### src/rtl/count_pwm_gen.sv
`default_nettype none
// ============================================================================
// count_pwm_gen: PWM from a free-running up-counter with period-aligned duty
// shadowing, counter-sequence tracking and a completed-period count.
// Revision: 1.0
// ============================================================================
module count_pwm_gen #(
  parameter int WIDTH  = 4,
  parameter int PCNT_W = 8
) (
  input  logic              clk,
  input  logic              reset,
  input  logic [WIDTH-1:0]  count_in,
  input  logic              enable,
  input  logic [WIDTH-1:0]  duty_in,
  input  logic              duty_load,
  output logic              pwm_out,
  output logic              period_end,
  output logic              duty_ack,
  output logic              sync_err,
  output logic [WIDTH-1:0]  duty_active,
  output logic [PCNT_W-1:0] period_cnt
);

  localparam logic [WIDTH-1:0]  C_MAX  = '1;
  localparam logic [WIDTH-1:0]  C_ONE  = WIDTH'(1);
  localparam logic [PCNT_W-1:0] C_PONE = PCNT_W'(1);

  typedef enum logic [1:0] {
    IDLE = 2'd0,
    SYNC = 2'd1,
    RUN  = 2'd2
  } state_t;

  state_t              state_q, state_d;
  logic [WIDTH-1:0]    prev_q;
  logic [WIDTH-1:0]    pending_q, pending_d;
  logic                pend_vld_q, pend_vld_d;
  logic [WIDTH-1:0]    duty_q, duty_d;
  logic [PCNT_W-1:0]   pcnt_q, pcnt_d;
  logic                pwm_q, pwm_d;
  logic                pend_q, pend_d;
  logic                ack_q, ack_d;
  logic                err_q, err_d;
  logic                w_boundary;
  logic [WIDTH-1:0]    w_expect;

  assign w_expect = prev_q + C_ONE;

  always_comb begin
    state_d    = state_q;
    pwm_d      = 1'b0;
    pend_d     = 1'b0;
    ack_d      = 1'b0;
    err_d      = 1'b0;
    duty_d     = duty_q;
    pcnt_d     = pcnt_q;
    pending_d  = duty_load ? duty_in : pending_q;
    pend_vld_d = pend_vld_q;
    w_boundary = 1'b0;

    case (state_q)
      IDLE: begin
        if (enable) state_d = SYNC;
      end
      SYNC: begin
        if (count_in == C_MAX) begin
          state_d    = RUN;
          w_boundary = 1'b1;
        end
      end
      RUN: begin
        // A stall or a jump both count as a broken sequence.
        if (count_in != w_expect) begin
          err_d   = 1'b1;
          state_d = SYNC;
        end else begin
          pwm_d = (count_in < duty_q);
          if (count_in == C_MAX) begin
            w_boundary = 1'b1;
            pend_d     = 1'b1;
            pcnt_d     = pcnt_q + C_PONE;
          end
        end
      end
      default: state_d = IDLE;
    endcase

    if (!enable) begin
      state_d    = IDLE;
      pwm_d      = 1'b0;
      pend_d     = 1'b0;
      err_d      = 1'b0;
      pcnt_d     = pcnt_q;
      w_boundary = 1'b0;
    end

    // The pending value as it stood before this edge is what gets applied;
    // a load on the same edge lands in the shadow for the next boundary.
    if (w_boundary && pend_vld_q) begin
      duty_d     = pending_q;
      ack_d      = 1'b1;
      pend_vld_d = 1'b0;
    end
    if (duty_load) pend_vld_d = 1'b1;
  end

  always_ff @(posedge clk or posedge reset) begin
    if (reset) begin
      state_q    <= IDLE;
      prev_q     <= '0;
      pending_q  <= '0;
      pend_vld_q <= 1'b0;
      duty_q     <= '0;
      pcnt_q     <= '0;
      pwm_q      <= 1'b0;
      pend_q     <= 1'b0;
      ack_q      <= 1'b0;
      err_q      <= 1'b0;
    end else begin
      state_q    <= state_d;
      prev_q     <= count_in;
      pending_q  <= pending_d;
      pend_vld_q <= pend_vld_d;
      duty_q     <= duty_d;
      pcnt_q     <= pcnt_d;
      pwm_q      <= pwm_d;
      pend_q     <= pend_d;
      ack_q      <= ack_d;
      err_q      <= err_d;
    end
  end

  assign pwm_out     = pwm_q;
  assign period_end  = pend_q;
  assign duty_ack    = ack_q;
  assign sync_err    = err_q;
  assign duty_active = duty_q;
  assign period_cnt  = pcnt_q;

endmodule
`default_nettype wire
### config.mk
export PLATFORM = sky130hd
export DESIGN_NAME = count_pwm_gen
export DESIGN_NICKNAME = d
export VERILOG_FILES = /design/src/rtl/count_pwm_gen.sv
export SDC_FILE = /design/constraint.sdc
export NUM_CORES = 1
export LEC_CHECK = 0
export CORE_UTILIZATION = 49
export CTS_CLUSTER_DIAMETER = 100
export DETAILED_ROUTE_END_ITERATION = 10
export MAX_ROUTING_LAYER = met4
export PLACE_DENSITY_LB_ADDON = 0.15
export SETUP_SLACK_MARGIN = 0.05
export SYNTH_ARGS = -nofsm -noshare
export SYNTH_HDL_FRONTEND = slang
export SYNTH_SLANG_ARGS = --single-unit
export TNS_END_PERCENT = 10
### constraint.sdc
create_clock -name clk -period 2.85 [get_ports clk]
set_clock_uncertainty 0.05 [all_clocks]
set_input_delay 0.57 -clock clk [delete_from_list [all_inputs] [get_ports clk]]
set_output_delay 0.57 -clock clk [all_outputs]
set_load 0.1 [all_outputs]
==> results of run 1 <==
[cells by family (layout without fill, tap and decap cells)]
kind of cell    count (synthesis)  in the layout  synth area share, %
fa+ha+maj                       9              9                8.982
flops                          27             27                53.89
buf+inv                         7             39                2.096
compound gates                  8              8                4.691
mux                            10             10                8.882
xor+xnor                       13             13                9.082
simple gates                   27             27                12.38
[state kept, by name, indices dropped and copies added, names as in the netlist]
| signal | count |
|---|---|
| pend_vld_q | 1 |
| period_cnt | 8 |
| duty_ack | 1 |
| sync_err | 1 |
| pwm_out | 1 |
| prev_q | 4 |
| period_end | 1 |
| state_q | 2 |
| pending_q | 4 |
| duty_active | 4 |
[area by class of cell]
type                    count  share of cell area (%)
well taps                  28                   2.256
inverters                   7                   1.692
multi-input cells          67                   35.54
clock buffers               4                   1.692
flip-flops and latches     27                   43.51
repair buffers             28                   15.31
[metal layers]
metal  wire length, um  GRT usage (%)  up-vias  share of wire (%)
met3               129          6.667        4                6.5
met4                20          3.509        0                1.0
met2               955          29.96       29                 48
met1               891          20.75      387                 45
li1                  -              -      412                  -
met5                 0              -        -                  0
[cell usage in the layout (no fill, tap or decap), types with 2 or more instances in the layout]
cell type,instances
clkdlybuf4s50_1,11
dfrtp_1,27
xor2_1,3
nor3_1,2
o21ai_0,2
mux2_2,9
xnor2_1,10
nor2_1,3
clkbuf_4,3
nand3_1,3
buf_4,17
nand2_1,7
a21oi_1,2
nand4_1,4
ha_1,9
and3_1,3
inv_1,7
[worst register-to-register path, cell delays in order, from the launching register on]
cell and delay (ps):
dfrtp_1 440, inv_1 90, ha_1 180, nand2_1 90
or2_1 270, nor4_4 530, mux2_2 390
[report_power, final]
| part | switching, uW | internal (uW) | leakage, uW | total [uW] |
|---|---|---|---|---|
| clock network | 107 | 54.8 | 0.0000150 | 162 |
| logic | 237 | 115 | 0.000384 | 351 |
| registers | 31.0 | 422 | 0.000351 | 453 |
| total | 375 | 592 | 0.000750 | 966 |
[per-stage QoR]
step                      hold slack (ps)  util, %  instance area [um2]  setup slack (ps)
after CTS                           459.9    66.97                 1553             504.2
after global placement              413.5    65.84                 1526             185.8
after detailed placement            438.0    65.84                 1526             136.4
after global routing                487.5    66.97                 1553             351.4
final                               454.9    66.97                 1553             508.7
after floorplan                     418.2        -                 1254             883.2
[path summary, 6_finish.rpt]
| check | startpoint | endpoint | slack [ps] |
|---|---|---|---|
| worst max-delay path | count_in[1] | period_cnt[1] | 510 |
| worst min-delay path | period_cnt[6] | period_cnt[6] | 450 |
| worst max register to register | state_q[0] | period_cnt[1] | 710 |
| worst min register to register | period_cnt[6] | period_cnt[6] | 450 |
| max in group asynchronous | reset | pending_q[2] | 1960 |
| min in group asynchronous | reset | period_cnt[7] | 540 |
==> results.md, run 1 <==
* Outcome: completed
* Antenna violations before repair at 0
* CTS Buf Count at 3
* CP max FO at 9
* Vias in the first global route at between 800 and 900
* Worst Path Arrival at between 2000 and 3000 ps
* Top Family by Delay on Critical Path: simple AND/OR/NAND/NOR gates
* Critical Path End Type: flop
* Slowest cell on crit path: clkdlybuf4s50_1
* CP max stage delay at 560 ps
* Area grow syn2layout at 23.85%
* FFs w/ async S/R, synth at 100.0%
* Setup CP Type: primary input to flop
* Clock period minus worst slack at 2341 ps
* CP startpoint kind: primary input
* # DRC at 0
* Multi-input gate area at between 500 and 600 um2
* Initial drt markers at 11
* Die area at 2765 um2
* Vias per cell at between 5 and 6
* Crit path depth at 5
* EDFF count, synth at 0
* Peak VDD IR at roughly 640 uV
* Hold Buf Count CTS at 0
* Clk buf depth at 2
* Post-synth top flop: dfrtp_1
* Final ANT Viol Nets at 0
* Largest area contributor in the netlist: dfrtp_1
* Starting density of the core at between 50% and 60%
* Worst Path Required at 3030 ps
* Hold Crit Depth at 1
* Hpwl dp at approximately 1.6 mm
* Final setup viols at 0
* Number of max-cap violations at 0
* Cells after DPL at roughly 160
* Most frequent cell after synthesis: dfrtp_1
* Synth top cells by count: dfrtp_1 (27), xnor2_1 (10), ha_1 (9), mux2_2 (9)
* # IOs at 28
* RSZ-0062 raised after global routing: no
* Total Power at roughly 970 uW
* Syn. warnings at 0
* Synthesized instance count at roughly 100
* CTS tree: yes
* Reg area at approximately 680 um2
* Post-cts resize count at 0
* FP Rows at 17
* First-pass GRT wire length at about 3.5 mm
* Final Non-Filler Cells at about 160
* Slew Limit Headroom at 65.70%
* Worst hold path type: flop to flop
* Post-synthesis cell type count at 24
* Setup TNS at 0 ps
* Final worst path period share at between 80 and 90%
* # diodes at 0
* Synth top area share at between 50 and 60%
* Final-report hold violation count at 0
* Worst Max-Slew Pin Slew at a little over 500 ps
* Yosys reg bits at 27
* Clock Latency Late Sink at around 320 ps
* Die W at 52.58 um
* Setup Fix Bufs, Post-CTS at 0
* RD Place Congestion at 0.8837
* Avg Cell Area, Syn at about 12 um2
* R2R depth at 6
* Fin nets at 155
* Seq/Total Area, Yosys at 53.89%
* Drt first pass iters at 4
* Die height at 52.58 um
* Pleak at around 0.00075 uW
* Congestion Overflow GR at 0
* Synth Net Count at roughly 120
* Vias after detailed routing at between 800 and 900
* Highest clock rate at approximately 0.43 GHz
* FILL cells at between 150 and 200
* Synth top area cells: dfrtp_1 (54%), ha_1 (9.0%), mux2_2 (8.1%)
* Clk pin slew, worst setup/hold paths at between 100 and 150 ps
* CTS sink cnt at 27
* Number of port buffers at 27
* Area of the core at between 2000 and 2500 um2
* Ratio of cells with drive above 1 in the final layout at between 20% and 30%
* Avg WL per Cell at 12.40 um
* Largest net degree at the start of global routing at 28
* Power per cell area at between 600 and 700 nW/um2
* Post-Syn Area at 1254 um2
* Total routed wirelength at roughly 2.0 mm
* H-tree Lvls at 1
* Buf+Inv Stages, Crit Path at 1
* Fin. max-slew vios at 0
* All-Layer GR Usage at around 18%
* Clock root cell: clkbuf_4
* Crit path cell chain: clkdlybuf4s50_1, nand4_1, or2_1, nor4_4, mux2_2
(Power assumes the default switching activity.)
==> run 2, diff against run 1 <==
CORE_UTILIZATION = 44   (was 49)
clock period = 2 ns   (was 2.85 ns; I/O delays follow)
==> run 2 against run 1 <==
  * Clock power rose by 53%
  * Hold slack worse by 86 ps
  * Critical path depth rose by 2
  * Global-route usage rose by 0.31 points
  * Via count rose by 11%
  * Final area is 14% higher
  * Combinational power rose by 61%
  * Flip-flop and latch count did not move
  * Register-to-register slack got worse by 690 ps
  * Setup slack lost 490 ps
  * Cell count increased by 12%
  * Wire length increased by 21%
==> results.md, run 2 (synthesis results as in run 1) <==
* Clock Latency Late Sink at 330 ps
* H-tree Lvls at 1
* CP startpoint kind: flop
* Placed Instance Area at about 1700 um2
* Clock root cell: clkbuf_4
* Die W at between 50 and 60 um
* Worst setup endpoint: period_cnt[1]
* Number of max-cap violations at 0
* Clk buf depth at 2
* Final-report hold violation count at 0
* Final instance area at about 1800 um2
* Reg2reg end: period_cnt[1]
* Final ANT Viol Nets at 0
* Critical Path End Type: flop
* R2R depth at 7
* Power per cell area at between 800 and 900 nW/um2
* Outcome: completed
* Slew Limit Headroom at slightly below 80%
* Peak VDD IR at between 600 and 700 uV
* First-pass GRT wire length at between 4 and 5 mm
* RD Place Congestion at ~0.80
* CTS tree: yes
* Vias in the first global route at 982
* Fin nets at between 150 and 200
* Clock period minus worst slack at between 1500 and 2000 ps
* Starting density of the core at 48.41%
* Fin. max-slew vios at 0
* Reg area at about 680 um2
* Worst hold margin at roughly 370 ps
* Drt first pass iters at 4
* # diodes at 0
* R2R Setup Slk at around 23 ps
* CP max FO at 5
* Total Power at around 1500 uW
* Hold Buf Count CTS at 0
* Worst Path Required at about 2200 ps
* # IOs at 28
* Largest net degree at the start of global routing at 28
* Most frequent cells in the layout: buf_4 (28), dfrtp_1 (27), clkdlybuf4s50_1 (10)
* Vias after detailed routing at 922
* Area grow syn2layout at 40.92%
* Setup CP Type: flop to flop
* Area of the core at roughly 2600 um2
* Max reg flops at 8
* Number of port buffers at 27
* FP Rows at 18
* FILL cells at between 200 and 250
* Worst hold path type: primary input to async pin
* Clk pin slew, worst setup/hold paths at ~160 ps
* CTS sink cnt at 27
* Total routed wirelength at 2.419 mm
* # DRC at 0
* Worst Path Arrival at roughly 2200 ps
* Worst Max-Slew Pin Slew at approximately 340 ps
* Initial drt markers at 22
* Die height at 55.38 um
* Commonest non-fill, non-tap cell in the layout: buf_4
* Antenna violations before repair at 0
* Final worst path period share at a little under 100%
* Final core utilization at around two thirds
* Final setup viols at 0
* Final Non-Filler Cells at 180
* RSZ-0062 raised after global routing: yes
* Die area at 3067 um2
* Critical path startpoint: prev_q[1]
* All-Layer GR Usage at 18.26%
* Multi-input gate area at about 570 um2
* Ratio of cells with drive above 1 in the final layout at 35.33%
* Vias per cell at slightly above 5
* Pleak at 0.0008505 uW
* CTS Buf Count at 3
* Worst reg2reg startpoint: prev_q[1]
* Congestion Overflow GR at 0
* Cells after DPL at roughly 170
* Avg WL per Cell at between 10 and 15 um
* Hpwl dp at approximately 1.8 mm
* Highest clock rate at about 0.5 GHz
==> run 2: area by class of cell <==
type | instances | share of cell area (%)
Inverter | 7 | 1.487
Clock buffer | 3 | 1.275
Clock inverter | 1 | 0.4249
Multi-Input combinational cell | 67 | 32.44
Sequential cell | 27 | 38.24
Tap cell | 30 | 2.125
Timing Repair Buffer | 45 | 24.01
==> run 2: how the worst min path moves through the flow <==
stage / startpoint / end / slack (ps) / cells after the start
finish: reset / pending_q[2] / 370 / 3
global placement: period_cnt[7] / period_cnt[7] / 410 / 1
CTS: reset / pending_q[2] / 380 / 3
detailed placement: period_cnt[7] / period_cnt[7] / 420 / 1
floorplan: count_in[0] / prev_q[0] / 380 / 0
global route: reset / pending_q[3] / 420 / 3
==> run 2: per-layer routing <==
layer | track usage (%) | vias to the layer above | part of all wire, %
met1 | 23.63 | 452 | 45
met2 | 29.60 | 22 | 51
met5 | - | - | 0
li1 | - | 446 | -
met4 | 6.429 | 0 | 0.62
met3 | 2.342 | 2 | 3.7
==> run 2: critical path, cell delays in order (launching register included) <==
cell and delay, ps:
dfrtp_1 410, ha_2 200, xnor2_2 130, xnor2_1 160, buf_4 170, nor4_4 280, buf_4 190, mux2_4 290
==> run 2: through the flow <==
stage | TNS, ps | setup slack, ps
after floorplan | 0 | 33.21
final | 0 | 23.11
after global placement | -3179 | -282.8
after CTS | 0 | 35.85
after global routing | -407.1 | -100.3
after detailed placement | -3638 | -316.4
==> run 2: where the power goes <==
part | leakage, uW | internal, uW | switching, uW
logic | 0.000486 | 203 | 362
registers | 0.000351 | 602 | 42.6
clock network | 0.0000139 | 76.5 | 172
total | 0.000850 | 881 | 577
==> run 2: repair_timing <==
action | CTS | global route
pin swaps | 5 | 2
endpoints found under the hold margin | 0 | 0
setup endpoints to repair | 5 | 15
setup buffers | 1 | 0
resized for setup | 6 | 1
cloned | 1 | 0
==> run 3, diff against run 2 <==
PLACE_DENSITY = 0.84   (was default)
PLACE_DENSITY_LB_ADDON = default   (was 0.15)
==> run 3 against run 2 <==
  * Final area is 1.6% higher
  * Cell count is 0.56% higher
  * Utilization is 1.1 points higher
==> results.md, run 3 (synthesis results as in run 1) <==
* Outcome: completed
* All-Layer GR Usage at 17.14%
* Vias after detailed routing at between 900 and 1000
* Total Power at between 1000 and 1500 uW
* Highest clock rate at between 0.5 and 0.6 GHz
* Worst Path Required at 2180 ps
* # DRC at 0
* Die W at roughly 55 um
* FP Rows at 18
* Critical Path End Type: flop
* Setup slack after layout at 48.21 ps
* Die area at slightly above 3000 um2
* Setup Slack @ Placement at -360.2 ps
* RSZ-0062 raised after global routing: yes
* Slew Limit Headroom at 78.18%
* Clock root cell: clkbuf_4
* Hold Buf Count CTS at 0
* Final ANT Viol Nets at 0
* Clk buf depth at 2
* Vias per cell at between 5 and 6
* Hpwl dp at approximately 1.9 mm
* Clock Latency Late Sink at 320 ps
* Top Family by Delay on Critical Path: simple AND/OR/NAND/NOR gates
* Metal-1 WL at 1.095 mm
* Peak VDD IR at about 730 uV
* Antenna violations before repair at 0
* Starting density of the core at 48.41%
* Clock period minus worst slack at between 1500 and 2000 ps
* FILL cells at about 180
* Final instance area at around 1800 um2
* Max layer used: met4
* Power per cell area at ~830 nW/um2
* Congestion Overflow GR at 0
* Die height at between 50 and 60 um
* CP max stage delay at roughly 420 ps
* Total routed wirelength at 2.452 mm
* Pleak at between 0.0008 and 0.0009 uW
* RD Place Congestion at between 0.8 and 0.9
* CP max FO at 8
* Worst Path Arrival at about 2100 ps
* Slowest cell on crit path: dfrtp_1
* CTS tree: yes
* Number of max-cap violations at 0
* Final-report hold violation count at 0
* Clk pin slew, worst setup/hold paths at about 150 ps
* # diodes at 0
* CP startpoint kind: flop
* Commonest non-fill, non-tap cell in the layout: buf_4
* Multi-input gate area at ~600 um2
* Fin nets at between 150 and 200
* First-pass GRT wire length at between 4 and 5 mm
* Drt first pass iters at 5
* Ratio of cells with drive above 1 in the final layout at a little under two fifths
* # IOs at 28
* Fin. max-slew vios at 0
* Vias in the first global route at ~950
* CTS sink cnt at 27
* Max reg flops at 8
* Avg WL per Cell at around 14 um
* Most frequent cells in the layout: buf_4 (29), dfrtp_1 (27), clkdlybuf4s50_1 (10)
* Number of port buffers at 27
* Setup CP Type: flop to flop
* Final worst path period share at 97.59%
* Area grow syn2layout at 43.21%
* Crit path cell chain: inv_2, ha_2, nand2_1, or2_1, nor4_4, buf_6, mux2_2
* CTS Buf Count at 3
* Buf+Inv Stages, Crit Path at 2
* Largest net degree at the start of global routing at 28
* Area of the core at between 2000 and 3000 um2
* Placed Instance Area at between 1500 and 2000 um2
* H-tree Lvls at 1
* Met3 wire len at between 70 and 80 um
* Final setup viols at 0
* Reg area at 675.6 um2
* Initial drt markers at 17
* Worst Max-Slew Pin Slew at 327.4 ps
* Worst hold path type: primary input to async pin
* Met2 wire len at roughly 1.2 mm
-- run 3: cell type report --
type                       count  area share [%]
multi-input combinational     67           32.54
timing repair buffer          46           24.60
clock inverter                 1          0.4181
tap                           30           2.091
sequential                    27           37.63
clock buffer                   3           1.254
inverter                       7           1.463
-- run 3: layer usage --
metal / vias up / track usage [%]
li1: 447 / -
met1: 459 / 20.92
met2: 24 / 28.57
met3: 6 / 2.108
met4: 0 / 7.500
met5: - / -
-- run 3: report_power, final --
group          internal [uW]  total (uW)  switching, uW  leakage [uW]
clock                   76.5         241            164     0.0000139
combinational            223         597            375      0.000503
sequential               602         647           45.4      0.000351
total                    901        1480            584      0.000868
-- run 3: worst reg2reg max path, stage by stage, from the launching register on --
cell and delay, ps:
dfrtp_1 420, inv_2 80, ha_2 190, nand2_1 80
or2_1 270, nor4_4 290, buf_6 160, mux2_2 330
-- run 3: through the flow --
| step | setup TNS [ps] | instances | utilization, % | hold slack (ps) |
|---|---|---|---|---|
| finish | 0 | 181 | 69.32 | 351.4 |
| global route | -7.852 | 181 | 69.32 | 368.6 |
| CTS | 0 | 180 | 68.21 | 355.4 |
| detailed placement | -4416 | 175 | 66.09 | 421.6 |
| global placement | -3653 | 175 | 66.09 | 411.0 |
| floorplan | 0 | 101 | - | 381.4 |
-- run 3: repair_timing --
item / 4_1_cts / 5_1_grt
endpoints found under the setup margin: 7 / 13
pin swaps: 2 / 3
endpoints found under the hold margin: 0 / 0
gates resized for setup: 3 / 6
setup buffers: 1 / 1
-- run 3: worst paths after layout --
check | start | to | slack [ps] | depth (start not counted)
worst min register to register | period_cnt[7] | period_cnt[7] | 430 | 1
worst max register to register | state_q[0] | period_cnt[1] | 50 | 7
worst min-delay path | reset | pending_q[0] | 350 | 3
max in group asynchronous | reset | period_cnt[6] | 1310 | 3
min in group clk | count_in[3] | prev_q[3] | 380 | 2
worst max-delay path | state_q[0] | period_cnt[1] | 50 | 7
